$ cat src/rtl/dti_pack.sv
// Shared DTI widths and types for the master-side request mux.
package dti_pack;

    localparam int unsigned AXIS_DATA_WIDTH       = 32;
    localparam int unsigned AXIS_KEEP_WIDTH       = AXIS_DATA_WIDTH / 8;
    localparam int unsigned CUSTOM_DATA_WIDTH     = 32;
    localparam int unsigned CUSTOM_KEEP_WIDTH     = CUSTOM_DATA_WIDTH / 8;
    localparam int unsigned TBU_NUM_WIDTH         = 5;
    localparam int unsigned DTI_MUX_ERR_CNT_WIDTH = 8;

    typedef enum logic {
        MUX_ARB,
        MUX_LOCK
    } dti_mux_state_e;

endpackage

$ cat src/rtl/dti_rr_arb.sv
// Round-robin picker: first asserted request at or after ptr_i, wrapping.
module dti_rr_arb #(
    parameter int unsigned N    = 4,
    parameter int unsigned IdxW = (N > 1) ? $clog2(N) : 1
) (
    input  logic [N-1:0]    req_i,
    input  logic [IdxW-1:0] ptr_i,
    output logic [N-1:0]    gnt_o,
    output logic [IdxW-1:0] idx_o,
    output logic            valid_o
);

    logic [IdxW-1:0] cand;

    // Walk from the farthest offset down so the closest hit to ptr_i wins.
    always_comb begin
        gnt_o   = '0;
        idx_o   = '0;
        valid_o = 1'b0;
        cand    = '0;
        for (int off = int'(N) - 1; off >= 0; off--) begin
            cand = IdxW'((32'(ptr_i) + 32'(off)) % N);
            if (req_i[cand]) begin
                gnt_o       = '0;
                gnt_o[cand] = 1'b1;
                idx_o       = cand;
                valid_o     = 1'b1;
            end
        end
    end

endmodule

$ cat src/rtl/dti_pr_req_mux.sv
// Packet-level N:1 request arbiter with ttid stamping and 1:N response router by ttid.
module dti_pr_req_mux
    import dti_pack::*;
#(
    parameter int unsigned PORT_NUM = 4,
    parameter int unsigned TID_BASE = 0
) (
    input  logic                                         clk,
    input  logic                                         rst,

    input  logic [PORT_NUM-1:0]                          s_req_tvalid,
    input  logic [PORT_NUM-1:0][AXIS_DATA_WIDTH-1:0]     s_req_tdata,
    input  logic [PORT_NUM-1:0][AXIS_KEEP_WIDTH-1:0]     s_req_tkeep,
    input  logic [PORT_NUM-1:0]                          s_req_tlast,
    output logic [PORT_NUM-1:0]                          s_req_tready,

    output logic                                         req_tvalid,
    output logic [AXIS_DATA_WIDTH-1:0]                   req_tdata,
    output logic [AXIS_KEEP_WIDTH-1:0]                   req_tkeep,
    output logic                                         req_tlast,
    output logic [TBU_NUM_WIDTH-1:0]                     req_ttid,
    input  logic                                         req_tready,

    input  logic                                         rsp_tvalid,
    input  logic [CUSTOM_DATA_WIDTH-1:0]                 rsp_tdata,
    input  logic [CUSTOM_KEEP_WIDTH-1:0]                 rsp_tkeep,
    input  logic                                         rsp_tlast,
    input  logic [TBU_NUM_WIDTH-1:0]                     rsp_ttid,
    output logic                                         rsp_tready,

    output logic [PORT_NUM-1:0]                          m_rsp_tvalid,
    output logic [CUSTOM_DATA_WIDTH-1:0]                 m_rsp_tdata,
    output logic [CUSTOM_KEEP_WIDTH-1:0]                 m_rsp_tkeep,
    output logic                                         m_rsp_tlast,
    input  logic [PORT_NUM-1:0]                          m_rsp_tready,

    output logic                                         idle,
    output logic [DTI_MUX_ERR_CNT_WIDTH-1:0]             rsp_err_cnt
);

    localparam int unsigned IdxW = (PORT_NUM > 1) ? $clog2(PORT_NUM) : 1;

    dti_mux_state_e                  state_q;
    logic [IdxW-1:0]                 gnt_q;
    logic [IdxW-1:0]                 rr_ptr_q;
    logic                            req_valid_q;
    logic [AXIS_DATA_WIDTH-1:0]      req_data_q;
    logic [AXIS_KEEP_WIDTH-1:0]      req_keep_q;
    logic                            req_last_q;
    logic [TBU_NUM_WIDTH-1:0]        req_tid_q;
    logic                            rsp_open_q;
    logic [DTI_MUX_ERR_CNT_WIDTH-1:0] err_cnt_q;

    logic [PORT_NUM-1:0] arb_gnt;
    logic [IdxW-1:0]     arb_idx;
    logic                arb_valid;
    logic [IdxW-1:0]     sel_idx;
    logic                sel_valid;
    logic                sel_last;
    logic                load;
    logic                fire;
    logic [IdxW-1:0]     ptr_next;

    dti_rr_arb #(
        .N    (PORT_NUM),
        .IdxW (IdxW)
    ) u_arb (
        .req_i   (s_req_tvalid),
        .ptr_i   (rr_ptr_q),
        .gnt_o   (arb_gnt),
        .idx_o   (arb_idx),
        .valid_o (arb_valid)
    );

    assign load = !req_valid_q || req_tready;

    always_comb begin
        s_req_tready = '0;
        if (state_q == MUX_LOCK) begin
            sel_idx               = gnt_q;
            sel_valid             = s_req_tvalid[gnt_q];
            s_req_tready[gnt_q]   = load;
        end else begin
            sel_idx      = arb_idx;
            sel_valid    = arb_valid;
            s_req_tready = load ? arb_gnt : '0;
        end
    end

    assign fire     = sel_valid && load;
    assign sel_last = s_req_tlast[sel_idx];
    assign ptr_next = (32'(sel_idx) == PORT_NUM - 1) ? '0 : sel_idx + 1'b1;

    // Packet lock FSM together with the single output register stage.
    always_ff @(posedge clk) begin
        if (rst) begin
            state_q     <= MUX_ARB;
            gnt_q       <= '0;
            rr_ptr_q    <= '0;
            req_valid_q <= 1'b0;
            req_data_q  <= '0;
            req_keep_q  <= '0;
            req_last_q  <= 1'b0;
            req_tid_q   <= '0;
        end else begin
            if (load) begin
                req_valid_q <= sel_valid;
                if (fire) begin
                    req_data_q <= s_req_tdata[sel_idx];
                    req_keep_q <= s_req_tkeep[sel_idx];
                    req_last_q <= sel_last;
                    req_tid_q  <= TBU_NUM_WIDTH'(TID_BASE + 32'(sel_idx));
                end
            end
            case (state_q)
                MUX_ARB: begin
                    if (fire) begin
                        rr_ptr_q <= ptr_next;
                        if (!sel_last) begin
                            gnt_q   <= sel_idx;
                            state_q <= MUX_LOCK;
                        end
                    end
                end
                MUX_LOCK: begin
                    if (fire && sel_last) begin
                        state_q <= MUX_ARB;
                    end
                end
            endcase
        end
    end

    assign req_tvalid = req_valid_q;
    assign req_tdata  = req_data_q;
    assign req_tkeep  = req_keep_q;
    assign req_tlast  = req_last_q;
    assign req_ttid   = req_tid_q;

    // Tags below TID_BASE wrap to large offsets and fall out of range too.
    logic [31:0]     rsp_off;
    logic            rsp_hit;
    logic [IdxW-1:0] rsp_idx;

    assign rsp_off = 32'(rsp_ttid) - TID_BASE;
    assign rsp_hit = rsp_off < PORT_NUM;
    assign rsp_idx = rsp_off[IdxW-1:0];

    always_comb begin
        m_rsp_tvalid = '0;
        rsp_tready   = 1'b1;
        if (rsp_hit) begin
            m_rsp_tvalid[rsp_idx] = rsp_tvalid;
            rsp_tready            = m_rsp_tready[rsp_idx];
        end
    end

    assign m_rsp_tdata = rsp_tdata;
    assign m_rsp_tkeep = rsp_tkeep;
    assign m_rsp_tlast = rsp_tlast;

    always_ff @(posedge clk) begin
        if (rst) begin
            rsp_open_q <= 1'b0;
            err_cnt_q  <= '0;
        end else begin
            if (rsp_tvalid && rsp_tready) begin
                rsp_open_q <= !rsp_tlast;
            end
            if (rsp_tvalid && !rsp_hit && rsp_tlast && (err_cnt_q != '1)) begin
                err_cnt_q <= err_cnt_q + 1'b1;
            end
        end
    end

    assign rsp_err_cnt = err_cnt_q;
    assign idle        = (state_q == MUX_ARB) && !req_valid_q && !rsp_open_q;

endmodule

$ cat config.mk
export PLATFORM = sky130hd
export DESIGN_NAME = dti_pr_req_mux
export DESIGN_NICKNAME = d
export VERILOG_FILES = /design/src/rtl/dti_pack.sv /design/src/rtl/dti_rr_arb.sv /design/src/rtl/dti_pr_req_mux.sv
export SDC_FILE = /design/constraint.sdc
export NUM_CORES = 1
export LEC_CHECK = 0
export CORE_ASPECT_RATIO = 2
export CORE_MARGIN = 10
export CORE_UTILIZATION = 25
export CTS_CLUSTER_DIAMETER = 120
export DETAILED_ROUTE_END_ITERATION = 8
export PLACE_DENSITY = 0.72
export SKIP_CTS_REPAIR_TIMING = 1
export SYNTH_ARGS = -nofsm -noshare
export SYNTH_HDL_FRONTEND = slang
export SYNTH_SLANG_ARGS = --single-unit
$ cat constraint.sdc
create_clock -name clk -period 4.8 [get_ports clk]
set_input_delay 0.96 -clock clk [delete_from_list [all_inputs] [get_ports clk]]
set_output_delay 0.96 -clock clk [all_outputs]
set_load 0.01 [all_outputs]
* After elaboration in Yosys (flattened, before gate mapping)
Index checks and enable logic that the tools add are counted.
** Cells by class
- Add/sub/neg operators :: 5
- Order comparisons :: 14
- Equal/unequal tests :: 2
- Mux-type cells :: 53
- Bitwise logic cells :: 4
- Reduce and logical (&&, ||, !) cells :: 22
** Operators by type and width (count)
- binary-select mux 32 bit (select 2 bit) :: 1
- two-way mux 32 bit :: 1
- two-way mux 4 bit :: 8
- two-way mux 1 bit :: 22
- < comparator 2 x 3 -> 1 bit, second input constant :: 7
- binary-select mux 1 bit (select 2 bit) :: 7
- logical AND 1 bit :: 14
- demux 1 bit (select 2 bit) :: 6
- greater-or-equal comparator 2 x 1 -> 1 bit, second input constant :: 6
- two-way mux 2 bit :: 6
- adder 8 x 1 -> 8 bit, second input constant :: 1
- AND 4 bit :: 2
- binary-select mux 4 bit (select 2 bit) :: 1
- inequality test 8 bit, second input constant :: 1
- < comparator 5 x 3 -> 1 bit, second input constant :: 1
- adder 2 x 1 -> 2 bit, second input constant :: 2
- adder 2 bit, second input constant :: 2
- zero test 1 bit :: 4
- AND reduction 2 bit :: 2
- AND reduction 3 bit :: 1
- == test 2 bit, second input constant :: 1
- NOT 1 bit :: 2
- case mux 1 bit (2 select lines) :: 1
- logical OR 1 bit :: 1
** Word-level totals
- Register bits :: 54
- Output and inout port bits :: 98
- Word-level logic and storage cells :: 110

* Depth between registers and ports, before layout
- Depth after elaboration :: 13
- Depth in mapped cells :: 14
- Depth with buffers taken out :: 10

* By module
Synthesis repeated with hierarchy kept, for this count alone.
** Unflattened totals
- Cells, all modules :: 343
- Area, all modules :: 3813.7 sq um
** By module, submodules not included
- dti_pr_req_mux :: times used 1, cells each 282, area an instance 3304.4 sq um
- dti_rr_arb :: times used 1, cells each 61, area an instance 509.2 sq um

* Worst setup path after synthesis
Ideal clock, no wire load.
- Path type :: in2out
- Start point :: input s_req_tvalid[1]
- End point :: output s_req_tready[0]
- Data arrival time :: 2.413 ns
- Required time :: 3.840 ns
- Setup slack :: 1.427 ns
- Stages :: 7
- Buffers on the path :: 1
- Cell sequence :: clkbuf_1 mux4_2 nor2b_1 a22o_1 mux2i_1 o21ai_0 o211a_1
** Between the ends
- Cells in the longest elaborated chain, start to end :: 8
- Elaborated cells on any way between the ends :: 14
- Those cells by class :: 14 x mux
** RTL lines
- from (decl) :: line dti_pr_req_mux.sv:11 : input logic [PORT_NUM-1:0] s_req_tvalid,
- binary-select mux 1 bit (select 2 bit) :: line dti_rr_arb.sv:23 : if (req_i[cand]) begin
- two-way mux 1 bit (not written as such) :: line dti_rr_arb.sv:23
- two-way mux 4 bit (3 in a row) :: line dti_rr_arb.sv:23
- two-way mux 4 bit * :: line dti_rr_arb.sv:23
- two-way mux 4 bit * :: line dti_pr_req_mux.sv:86 : s_req_tready = load ? arb_gnt : '0;
- two-way mux 4 bit * :: line dti_pr_req_mux.sv:79 : if (state_q == MUX_LOCK) begin
- to (decl) :: line dti_pr_req_mux.sv:15 : output logic [PORT_NUM-1:0] s_req_tready,
Every way passes the cells marked *; elsewhere a longest branch is shown, timed or not. The select of a mux whose other input is x is not followed.

* Worst setup path in the final report
- Start point :: input s_req_tvalid[3]
- End point :: output s_req_tready[2]
The elaborated chain is that of the path after synthesis.

==> run metrics <==
CTS tree=built; initial antenna violation count=1; Setup crit start kind=primary input; Worst-Skew Late Latency=0.29 ns; ANT nets after route=0; Worst-path clk slew=0.07 ns; Post-synth top flop=dfxtp_1; crit-path max FO=10; kind of critical path=in -> out; Post-DP HPWL=14.7 mm; synthesized instance count=490; First DRT Iteration DRCs=186; synth warn=0; mapped cell area=4250 µm²; Leak Pwr=2.59 nW; Max Freq=0.226 GHz; RSZ-0062 raised after global routing=false; Total Nets Final=870; drt first pass iters=5; Core ar.=16800 µm²; reg-to-reg setup timing slack=1.29 ns; Total GRT Usage=15.3%; Clk pwr share=12.3%; Max IR drop VDD=0.000144 V; area occupied by multi-input gates=2650 µm²; IO Port Bufs=224; Max Buffers Root-to-Sink=2; number of flops mapped to enable cells by yosys=0; Seq/Total Area, Yosys=25.5%; initial core utilization=25.3%; Fillers=1715; Setup TNS=0 ns; Routed WL=18.5 mm; sequential cell area=1080 µm²; Crit path arrival time=3.46 ns; vias in the first global route=4972; Boundary Pins=300; Root Driver=clkbuf_16; Avg Inst Size Synth=8.66 µm²; Die H=204 µm; fraction of layout cells with a size suffix above 1=10.0%; Residual DRC=0; Synth Register Bits=54; cell row count=67; Power per Cell Area=454 nW/µm²; Final Max Slew Viols=0; Final Hold Vio Count=0; global route total overflow=0; area grow syn2layout=53.8%; Hold WC Path Type=reg -> reg; H-tree Lvls=2; first-pass GRT wire length=27.8 mm; status=completed; largest net degree at the start of global routing=46; vias per std cell=5.27; clk sink count=54; max-cap viol count=0; final hold slack=0.470 ns; relative slew slack=46.5%; DR vias=4567; Net Sw Frac=41.3%; die area=22900 µm²; RePlAce Congestion=0.832; Netlist cell types=52; Finished Layout Cells=867; Die W=112 µm; Wirelength per Cell=21.4 µm; Placed Instance Area=6390 µm²; dpl cells=858; ys async rst share=0%; crit path time final=4.42 ns; cell area after layout=6530 µm²; Crit. End Element=output port; Reg power frac=23.1%; Pwr Total=2.96 mW; worst slew pin tran=0.802 ns; Setup Skew=0.00551 ns; Comb pwr share=64.6%; NetSw=1.22 mW; Int Power=1.74 mW; CTS Buf Count=5; Finish-stage setup viols=0; Data required, critical path=3.84 ns; Final period util=92.0%
## synth_stat cells (7+ instances only)
cell type | count | area share [%]
dfxtp_1 | 54 | 25
a21oi_1 | 35 | 4.1
ha_1 | 10 | 2.9
a211o_1 | 17 | 3.5
buf_4 | 42 | 7.4
clkbuf_1 | 33 | 2.9
mux4_2 | 18 | 9.5
nor2_1 | 25 | 2.2
mux2i_1 | 24 | 5.7
o21ai_0 | 17 | 2.0
a31o_2 | 15 | 3.1
mux2_2 | 8 | 2.1
and3_1 | 43 | 6.3
inv_1 | 9 | 0.80
a221o_1 | 7 | 1.7
nand2_1 | 29 | 2.6
o221ai_1 | 19 | 3.9
nand3_1 | 30 | 3.5
## critical path: stages
cell	delay (ns)
clkdlybuf4s50_1	0.56
mux4_2	0.58
nor2b_1	0.25
a22o_1	0.16
mux2i_1	0.05
o21ai_0	0.18
and3_1	0.17
clkdlybuf4s50_1	0.53
## stage by stage
stage          util (%)  setup slack, ns
3_3_place_gp       38.1            0.404
4_1_cts            38.9            0.382
3_5_place_dp       38.1            0.396
5_1_grt            38.9            0.202
6_report           38.9            0.385
2_1_floorplan         -             1.43
## per-layer routing
layer	vias to the layer above	share of wire, %	GRT usage, %
met5	-	0	0
met4	0	4.3	8.15
met3	61	5.6	2.88
met2	168	57	30.3
met1	2203	33	14.0
li1	2135	-	-
## final timing paths
check,from,to,cells past startpoint
min,req_tlast,req_tlast,2
max,s_req_tvalid[3],s_req_tready[2],8
max reg2reg,rr_ptr_q[1],rr_ptr_q[0],9
min reg2reg,req_tlast,req_tlast,2
## power by group through the flow
stage,clock (mW),sequential (mW),combinational (mW)
finish,0.364,0.685,1.92
global route,0.391,0.703,2.08
CTS,0.383,0.686,1.94
detailed placement,0,0.695,1.94
global placement,0,0.692,1.92
floorplan,0,0.733,1.14
## cell families after synthesis
family,Yosys count,synth area share (%)
AOI/OAI and AO/OA,132,22.9
xor gates and xnor gates,5,1.03
adders and majority gates,10,2.95
buffers and inverters,92,12.3
DFF,54,25.5
muxes,53,18.2
other,1,0.0883
and+or+nand+nor,143,17.0
## registers in the layout, summed over array words and instances, names as in the netlist
register,cells
rsp_open_q,1
state_q,1
gnt_q,2
req_tvalid,1
rsp_err_cnt,8
req_ttid,2
rr_ptr_q,2
req_tlast,1
req_tkeep,4
req_tdata,32
## final cells by class
cell class | count | area share (%)
Sequential cell | 54 | 16.6
Timing Repair Buffer | 240 | 36.2
Inverter | 11 | 0.632
Multi-Input combinational cell | 346 | 40.6
Tap cell | 207 | 3.97
Clock buffer | 7 | 2.03
Antenna cell | 2 | 0.0766
## layout by cell type (no fill, tap or decap), types with 3 or more instances in the layout
cell type	n
a211o_1	17
a21oi_1	35
a221o_1	7
a22o_1	4
a31o_2	15
and3_1	43
buf_4	16
clkbuf_16	5
clkdlybuf4s50_1	224
conb_1	3
dfxtp_1	54
ha_1	10
inv_1	9
mux2_2	8
mux2i_1	24
mux4_2	18
nand2_1	29
nand2b_1	3
nand3_1	30
nor2_1	25
o21ai_0	17
o221ai_1	19
or3_1	3
xor2_1	3
(Power assumes the default switching activity.)
